File: src/rtl/hazard_irq_ctrl.sv
// hazard_irq_ctrl
// Hazard and interrupt controller sitting beside the ID stage of the 5-stage
// pipeline. Resolves control/exception redirects and multi-cycle load-use
// stalls, and injects edge-captured, maskable, lowest-index-first interrupts
// only at safe instruction boundaries.
//
// Ports:
//   clk, reset            system clock, asynchronous active-high reset
//   PC                    ID-stage PC (bit 31 = kernel mode)
//   opcode, funct         ID-stage instruction fields
//   PCSrc, Branch         PC select (1 br, 2/3 j/jr, 4 irq vec, 5 exc vec), branch taken
//   ID_Rs, ID_Rt          ID source registers
//   ID_ALUSrc1/2          0 = operand comes from Rs/Rt
//   EX_Rt, EX_MemRd       EX destination register, EX is a load
//   ID_NoIRQ              ID instruction tagged non-interruptible
//   irq_in, irq_mask      interrupt lines (sync to clk), channel enables
//   IF_ID_Src             0 normal, 1 flush, 2 hold
//   IF_NoIRQ              tag instruction entering ID as non-interruptible
//   ID_EX_Stall, PCHold   bubble into EX, freeze PC
//   IRQ_take, IRQ_id      one-cycle interrupt take pulse and winning channel
//   irq_pending           pending interrupt status
//
// state    | meaning
// ---------+------------------------------------------------------------
// IDLE     | normal flow; load-use comparator active; interrupts may be taken
// LU_STALL | remaining cycles of a multi-cycle load-use stall (cnt counts down)
// IRQ_WAIT | interrupt taken, waiting for the vector redirect (PCSrc 4/5)

module hazard_irq_ctrl #(
  parameter int N_IRQ    = 4,
  parameter int LOAD_LAT = 1,
  parameter int IDW      = (N_IRQ > 1) ? $clog2(N_IRQ) : 1
) (
  input  logic             clk,
  input  logic             reset,
  input  logic [31:0]      PC,
  input  logic [5:0]       opcode,
  input  logic [5:0]       funct,
  input  logic [2:0]       PCSrc,
  input  logic             Branch,
  input  logic [4:0]       ID_Rs,
  input  logic [4:0]       ID_Rt,
  input  logic             ID_ALUSrc1,
  input  logic             ID_ALUSrc2,
  input  logic [4:0]       EX_Rt,
  input  logic             EX_MemRd,
  input  logic             ID_NoIRQ,
  input  logic [N_IRQ-1:0] irq_in,
  input  logic [N_IRQ-1:0] irq_mask,
  output logic [1:0]       IF_ID_Src,
  output logic             IF_NoIRQ,
  output logic             ID_EX_Stall,
  output logic             PCHold,
  output logic             IRQ_take,
  output logic [IDW-1:0]   IRQ_id,
  output logic [N_IRQ-1:0] irq_pending
);

  typedef enum logic [1:0] {
    IDLE     = 2'd0,
    LU_STALL = 2'd1,
    IRQ_WAIT = 2'd2
  } state_t;

  localparam logic [2:0] CNT_INIT = 3'((LOAD_LAT > 1) ? (LOAD_LAT - 2) : 0);

  state_t           state, state_nxt;
  logic [2:0]       cnt, cnt_nxt;
  logic [N_IRQ-1:0] pending, pending_nxt;
  logic [N_IRQ-1:0] irq_prev;
  // Cleared by reset so that the first sample after release only primes
  // irq_prev; a line already high at release is not treated as an edge.
  logic             armed;

  logic             exc_redirect;
  logic             ctl_redirect;
  logic             lu_cmp;
  logic             lu_detect;
  logic             ctl_op;
  logic             safe_point;
  logic [N_IRQ-1:0] eligible;
  logic [N_IRQ-1:0] take_vec;
  logic [N_IRQ-1:0] rise;
  logic [IDW-1:0]   take_id;
  logic             take;

  logic unused_pc;
  assign unused_pc = ^PC[30:0];

  assign irq_pending = pending;

  always_comb begin
    exc_redirect = (PCSrc == 3'd4) || (PCSrc == 3'd5);
    ctl_redirect = (PCSrc == 3'd2) || (PCSrc == 3'd3) || ((PCSrc == 3'd1) && Branch);
    lu_cmp = EX_MemRd && ((!ID_ALUSrc1 && (ID_Rs == EX_Rt)) ||
                          (!ID_ALUSrc2 && (ID_Rt == EX_Rt)));
    lu_detect = (state == IDLE) && lu_cmp;

    ctl_op = ((opcode >= 6'h01) && (opcode <= 6'h07)) ||
             ((opcode == 6'h00) && ((funct == 6'h08) || (funct == 6'h09)));
    safe_point = !PC[31] && !ID_NoIRQ && !ctl_op;

    eligible = pending & irq_mask;
    // Isolate the lowest set bit: that channel wins.
    take_vec = eligible & (~eligible + N_IRQ'(1));
    take_id  = '0;
    for (int i = N_IRQ - 1; i >= 0; i--) begin
      if (eligible[i]) take_id = IDW'(i);
    end

    take = !reset && (state == IDLE) && safe_point && (|eligible) &&
           !exc_redirect && !ctl_redirect && !lu_cmp;
    if (!take) take_vec = '0;

    rise = irq_in & ~irq_prev & {N_IRQ{armed}};
    // A new edge wins over a same-cycle clear.
    pending_nxt = (pending & ~take_vec) | rise;
  end

  always_comb begin
    IF_ID_Src   = 2'd0;
    IF_NoIRQ    = 1'b0;
    ID_EX_Stall = 1'b0;
    PCHold      = 1'b0;
    IRQ_take    = take;
    IRQ_id      = take ? take_id : '0;
    if (!reset) begin
      if (exc_redirect) begin
        IF_ID_Src = 2'd1;
      end else if ((state == LU_STALL) || lu_detect) begin
        IF_ID_Src   = 2'd2;
        ID_EX_Stall = 1'b1;
        PCHold      = 1'b1;
      end else if (ctl_redirect) begin
        IF_ID_Src = 2'd1;
        IF_NoIRQ  = 1'b1;
      end
    end
  end

  always_comb begin
    state_nxt = state;
    cnt_nxt   = cnt;
    unique case (state)
      IDLE: begin
        if (exc_redirect) begin
          state_nxt = IDLE;
        end else if (lu_detect && (LOAD_LAT > 1)) begin
          state_nxt = LU_STALL;
          cnt_nxt   = CNT_INIT;
        end else if (take) begin
          state_nxt = IRQ_WAIT;
        end
      end
      LU_STALL: begin
        if (exc_redirect || (cnt == 3'd0)) begin
          state_nxt = IDLE;
          cnt_nxt   = 3'd0;
        end else begin
          cnt_nxt = cnt - 3'd1;
        end
      end
      IRQ_WAIT: begin
        if (exc_redirect) state_nxt = IDLE;
      end
      default: begin
        state_nxt = IDLE;
        cnt_nxt   = 3'd0;
      end
    endcase
  end

  always_ff @(posedge clk or posedge reset) begin
    if (reset) begin
      state    <= IDLE;
      cnt      <= 3'd0;
      pending  <= '0;
      irq_prev <= '0;
      armed    <= 1'b0;
    end else begin
      state    <= state_nxt;
      cnt      <= cnt_nxt;
      pending  <= pending_nxt;
      irq_prev <= irq_in;
      armed    <= 1'b1;
    end
  end

endmodule

File: config.mk
export PLATFORM = sky130hd
export DESIGN_NAME = hazard_irq_ctrl
export DESIGN_NICKNAME = d
export VERILOG_FILES = /design/src/rtl/hazard_irq_ctrl.sv
export SDC_FILE = /design/constraint.sdc
export NUM_CORES = 1
export LEC_CHECK = 0
export ABC_AREA = 1
export BUFFER_PORTS_ARGS = -buffer_cell sky130_fd_sc_hd__buf_2
export CAP_MARGIN = 20
export CORE_ASPECT_RATIO = 1.5
export CORE_MARGIN = 4
export CORE_UTILIZATION = 34
export DETAILED_ROUTE_END_ITERATION = 12
export GPL_ROUTABILITY_DRIVEN = 0
export GPL_TIMING_DRIVEN = 0
export PLACE_DENSITY = 0.8
export SLEW_MARGIN = 20
export SYNTH_ARGS = -nofsm -noshare
export SYNTH_HDL_FRONTEND = slang
export SYNTH_SLANG_ARGS = --single-unit
File: constraint.sdc
create_clock -name clk -period 1.49 [get_ports clk]
set_input_delay 0.298 -clock clk [delete_from_list [all_inputs] [get_ports clk]]
set_output_delay 0.298 -clock clk [all_outputs]
set_load 0.02 [all_outputs]
### Yosys cells after proc, flatten, opt, wreduce, memory -nomap -nowiden

Cells that the tools add are included.

| word-level totals | value |
|---|---|
| register bits | 14 |
| output and inout port bits | 12 |

| cells by class | value |
|---|---|
| reductions and logical operators | 38 |
| add/subtract/negate cells | 2 |
| magnitude comparators | 2 |
| bitwise operators | 9 |
| equal/unequal tests | 14 |
| mux-type cells | 24 |

Operator list:

| operator | number |
|---|---|
| 2-bit two-way mux | 12 |
| 4-bit AND | 5 |
| 1-bit logical AND | 15 |
| 6-bit by 4-bit == test with 1-bit output (second input constant) | 2 |
| 4-bit inverter | 3 |
| 5-bit == test | 2 |
| 1-bit logical NOT | 9 |
| 1-bit logical OR | 8 |
| 1-bit two-way mux | 8 |
| 3-bit by 2-bit == test with 1-bit output (second input constant) | 2 |
| 3-bit == test (second input constant) | 2 |
| 6-bit by 1-bit greater-or-equal comparator with 1-bit output (second input constant) | 1 |
| 6-bit by 3-bit less-or-equal comparator with 1-bit output (second input constant) | 1 |
| 6-bit logical NOT | 1 |
| 2-bit case mux with 3 select lines | 1 |
| 3-bit case mux with 2 select lines | 1 |
| 4-bit by 1-bit adder with 4-bit output (second input constant) | 1 |
| 4-bit two-way mux | 1 |
| 4-bit OR | 1 |
| 4-bit OR reduction | 1 |
| 3-bit by 1-bit == test with 1-bit output (second input constant) | 1 |
| 3-bit logical NOT | 1 |
| 3-bit two-way mux | 1 |
| 3-bit inequality test (second input constant) | 1 |
| other kinds (8) | 8 |

### Longest topological paths before layout

| depth | value |
|---|---|
| word-level depth | 15 |
| gate-level depth with buffers | 10 |
| depth with buffers taken out | 10 |

### Worst setup path after synthesis

Ideal clock, no wire load.

| timing | value |
|---|---|
| path kind | input port to output port |
| from | input port ID_Rs[3] |
| to | output port IF_ID_Src[1] |
| stages on the path | 9 |
| arrival | 1.330 ns |
| setup slack | -0.138 ns |
| cells stage by stage | inv_1 nand2_1 nand2_1 nor2_1 nand3_1 nand2_2 nand3_1 nor2_1 buf_4 |

| on the way | value |
|---|---|
| cells in the longest elaborated chain, start to end | 9 |

RTL lines:

| element | RTL line | source |
|---|---|---|
| from (decl) | 41 | `input logic [4:0] ID_Rs,` |
| 5-bit == test | 95 | `lu_cmp = EX_MemRd && ((!ID_ALUSrc1 && (ID_Rs == EX_Rt)) \|\|` |
| 1-bit logical AND | 95 |  |
| 1-bit logical OR | 95 |  |
| 1-bit logical AND | 95 |  |
| 1-bit logical AND | 97 | `lu_detect = (state == IDLE) && lu_cmp;` |
| 1-bit logical OR | 130 | `end else if ((state == LU_STALL) \|\| lu_detect) begin` |
| 2-bit two-way mux | 130 |  |
| 2-bit two-way mux | 128 | `if (exc_redirect) begin` |
| 2-bit two-way mux | 127 | `if (!reset) begin` |
| to (decl) | 50 | `output logic [1:0] IF_ID_Src,` |

Every way passes these cells.

### Worst setup path after layout

| timing | value |
|---|---|
| from | register pending[1] (netlist: irq_pending[1]) |
| to | output port IRQ_id[1] |

| on the way | value |
|---|---|
| cells in the longest elaborated chain, start to end | 7 |

RTL lines:

| element | RTL line | source |
|---|---|---|
| from (decl) | 69 | `logic [N_IRQ-1:0] pending, pending_nxt;` |
| from (signal assigned) | 183 | `pending <= pending_nxt;` |
| 4-bit AND (*) | 103 | `eligible = pending & irq_mask;` |
| 4-bit OR reduction | 111 | `take = !reset && (state == IDLE) && safe_point && (\|eligible) &&` |
| 1-bit logical AND (2 in a row) | 111 |  |
| 1-bit logical AND (2 in a row) | 112 | `!exc_redirect && !ctl_redirect && !lu_cmp;` |
| 2-bit two-way mux (*) | 126 | `IRQ_id = take ? take_id : '0;` |
| to (decl) | 55 | `output logic [IDW-1:0] IRQ_id,` |

Every way passes the cells marked *; elsewhere a longest branch is shown, timed or not.

==> Implementation_results.wiki <==
{| class="wikitable"
! Metric !! Value
|-
| Status || finished with violations
|-
| Violations in the final reports || setup timing
|-
| Final Hold Vio Count || 0
|-
| Aggregate global routing overflow || 0
|-
| Power Density || 592.5 nW/um^2
|-
| Final TNS setup || -664.3 ps
|-
| Per-cell routed wire length || approximately 11 microns
|-
| DRC errors left || 0
|-
| Skew-Pair Late Insertion Delay || around 260 ps
|-
| Die boundary height || 67.53 microns
|-
| Share of the core filled with cells || 0.6616
|-
| Final worst-path setup slack || -188.3 ps
|-
| Net count of the mapped netlist || 211
|-
| Number of DRC markers in iteration 0 || 26
|-
| Time the final worst path needs with I/O delays and setup || ~1700 ps
|-
| Standard-cell rows || 21
|-
| Tightest hold margin || 158.9 ps
|-
| Total die area || approximately 3200 sq um
|-
| Biggest area consumer among synthesized cells || dfrtp_1
|-
| Summed instance area of the synthesized netlist || 803.3 sq um
|-
| Port bufs || 56
|-
| Top-area cell type share of the netlist area || 0.3115
|-
| Period utilization || 1.126
|-
| Type of element launching the critical path || flip-flop
|-
| Number of different library cells in the post-synthesis netlist || 21
|-
| Root cell of the clock tree || clkbuf_4
|-
| Number of storage elements in the synthesis netlist || 10
|-
| Crit end category || output port
|-
| Cells after synthesis || 134
|-
| Effective utilization at floorplan || 0.3597
|-
| Share of post-route cells with drive strength above 1 || 0.5556
|-
| Fillers || 195
|-
| Die X || roughly 48 microns
|-
| Area contributors post-synth || dfrtp_1 (31%), nand2_1 (23%), inv_1 (9.8%)
|-
| Crit Path Category || reg -> out
|-
| HP Class || in -> reg
|-
| Maximum clock insertion buffer count || 2
|-
| Final design instance area without fill || 1478 sq um
|-
| Maximum number of pins on one net before global-route repair || 11
|-
| Maximum vdd ir drop || 0.0005034 V
|-
| Area delta synth->final || 83.96%
|-
| Number of clock sinks || 10
|-
| Pins over their slew limit || 0
|-
| Via count of the first global-routing pass || 944
|-
| Clock buffer count from CTS || 3
|-
| Portion of total power attributed to sequential cells || 0.348
|-
| Sequential-to-total area share from yosys stat || 0.3115
|-
| Global-route wire length before repair || between 3 and 4 mm
|-
| Placed wire-length estimate || about 1.7 mm
|-
| Core area || 2233 sq um
|-
| Synthesis Warnings || 0
|-
| Largest fanout of any net on the critical path || 4
|-
| Number of antenna violations at the first check in global routing || 0
|-
| Clock slew at the register clock pins of the worst setup and hold paths || 70 ps
|-
| Per-instance average area after synthesis || 5.995 sq um
|-
| Internal power of the cells || 0.0006068 W
|-
| Total wirelength of the detailed-routed design || 2.589 mm
|-
| Count of nets left with antenna violations after detail routing || 0
|-
| Post-DR vias/cell || roughly 4.6
|-
| Fraction of power spent switching nets || 0.3069
|-
| RSZ-0062 raised after global routing || yes
|-
| Worst Clk Skew || 2.326 ps
|-
| Maximum capacitance violations || 0
|-
| Worst setup slack before clock tree synthesis || -256.0 ps
|-
| Highest clock rate || 595.8 MHz
|-
| Proportion of power drawn by combinational gates || 0.381
|-
| Clock Power Share || 0.271
|-
| Total Routing Usage GR || 0.1385
|-
| Final number of setup-violating endpoints || 6
|-
| CTS tree || built
|-
| # nets final || 285
|-
| Count of vias placed by the detailed router || 1,060
|-
| Leak Pwr || about 0.85 nW
|-
| Count of boundary I/O pins || 89
|-
| Area of placed instances || 1120 sq um
|-
| H-tree depth reported by CTS || 1
|-
| Ant diodes || 0
|-
| Reported net switching power || 0.0002687 W
|-
| Required @ worst endpoint || 1190 ps
|-
| First drt pass iteration count || 4
|-
| Worst Path Arrival || ~1400 ps
|}
[cell usage in the layout (no fill, tap or decap)]
cell type | netlist | layout
nor3_1 | 1 | 1
nand2_2 | 4 | 16
clkbuf_4 | 0 | 3
dfrtp_1 | 10 | 10
buf_6 | 0 | 19
nand4_1 | 2 | 2
inv_1 | 21 | 15
clkbuf_8 | 0 | 1
nor2_2 | 1 | 3
nand3b_1 | 4 | 4
nand2_1 | 49 | 36
or2_0 | 1 | 1
buf_2 | 0 | 35
inv_4 | 0 | 3
buf_8 | 0 | 3
nand3_1 | 8 | 6
inv_2 | 7 | 10
conb_1 | 1 | 1
dlygate4sd3_1 | 0 | 1
nor2_1 | 16 | 12
buf_4 | 2 | 13
nand3_2 | 1 | 2
a21oi_2 | 1 | 1
and2_1 | 1 | 1
a21oi_1 | 1 | 1
a21boi_1 | 1 | 1
nor2_4 | 1 | 3
nand3_4 | 0 | 1
nand2_4 | 1 | 2
[critical path: stages (launching register included)]
cell and delay (ps):
dfrtp_1 390, nand2_2 90, nand4_1 90, nand3_2 100
nor2_4 130, nand2_4 80, nor2_4 120, buf_6 120
[what timing repair did]
| item | in CTS | in global routing |
|---|---|---|
| resized for setup | 15 | 50 |
| hold buffers | 1 | 0 |
| hold endpoints to repair | 10 | 0 |
| pin swaps | 9 | 26 |
| setup endpoints to repair | 8 | 8 |
| setup buffers | 8 | 4 |
[sequential cells by signal (all words and copies together), names as in the netlist]
| name | count |
|---|---|
| state | 1 |
| irq_pending | 4 |
| armed | 1 |
| irq_prev | 4 |
[layer usage]
| metal | global-route usage | routed length, microns | part of all wire | vias up |
|---|---|---|---|---|
| met5 | 0 | 0 | 0 | - |
| met4 | 0.05051 | 41 | 0.016 | 0 |
| met3 | 0.02133 | 210 | 0.081 | 6 |
| met2 | 0.2748 | 1521 | 0.59 | 39 |
| met1 | 0.1297 | 815 | 0.31 | 471 |
| li1 | - | - | - | 544 |
[Yosys cell counts]
master and count:
conb_1 1, nand3_1 8, buf_4 2, or2_0 1, nand2_1 49, inv_2 7, nand3b_1 4, nand4_1 2
inv_1 21, nor2_2 1, nor2_4 1, nand2_2 4, nand3_2 1, nor2_1 16, a21oi_1 1, a21boi_1 1
nor3_1 1, dfrtp_1 10, and2_1 1, nand2_4 1, a21oi_2 1
[cell families after synthesis]
group | share of synthesized area
flip-flops | 0.3115
other | 0.004668
buffers and inverters | 0.1495
AND/OR/NAND/NOR | 0.5078
AO/OA/AOI/OAI | 0.02648
[cell type report]
class,instances,area (sq um),area share
multi-input combinational,94,508.0,0.3438
timing repair buffer,69,523.0,0.3539
clock buffer,4,36.28,0.02456
inverter,28,112.6,0.07621
tap,23,28.78,0.01947
buffer,2,18.77,0.01270
sequential,10,250.2,0.1693
[worst paths after layout]
| path | slack [ps] | to | start | depth (start not counted) |
|---|---|---|---|---|
| max | -190 | IRQ_id[1] | irq_pending[1] | 7 |
| min | 160 | irq_prev[0] | irq_in[0] | 1 |
| max reg2reg | 160 | irq_pending[0] | irq_pending[1] | 9 |
| min reg2reg | 500 | irq_pending[2] | irq_prev[2] | 2 |
| max in group asynchronous | 560 | armed | reset | 3 |
| min in group asynchronous | 610 | state[1] | reset | 3 |
[power by group through the flow]
stage	logic [W]	registers, W	clock network (W)
after CTS	0.000265	0.000304	0.000244
after global placement	0.000227	0.000308	0
after floorplan	0.000117	0.000321	0
final	0.000333	0.000305	0.000237
after global routing	0.000366	0.000307	0.000262
after detailed placement	0.000231	0.000310	0
[through the flow]
stage / std cells / total power [W]
global route: 230 / 0.0009342
floorplan: 134 / 0.0004373
CTS: 226 / 0.0008134
detailed placement: 213 / 0.0005404
finish: 230 / 0.0008755
global placement: 213 / 0.0005350
Note: power is estimated with default switching activity, not from simulation.
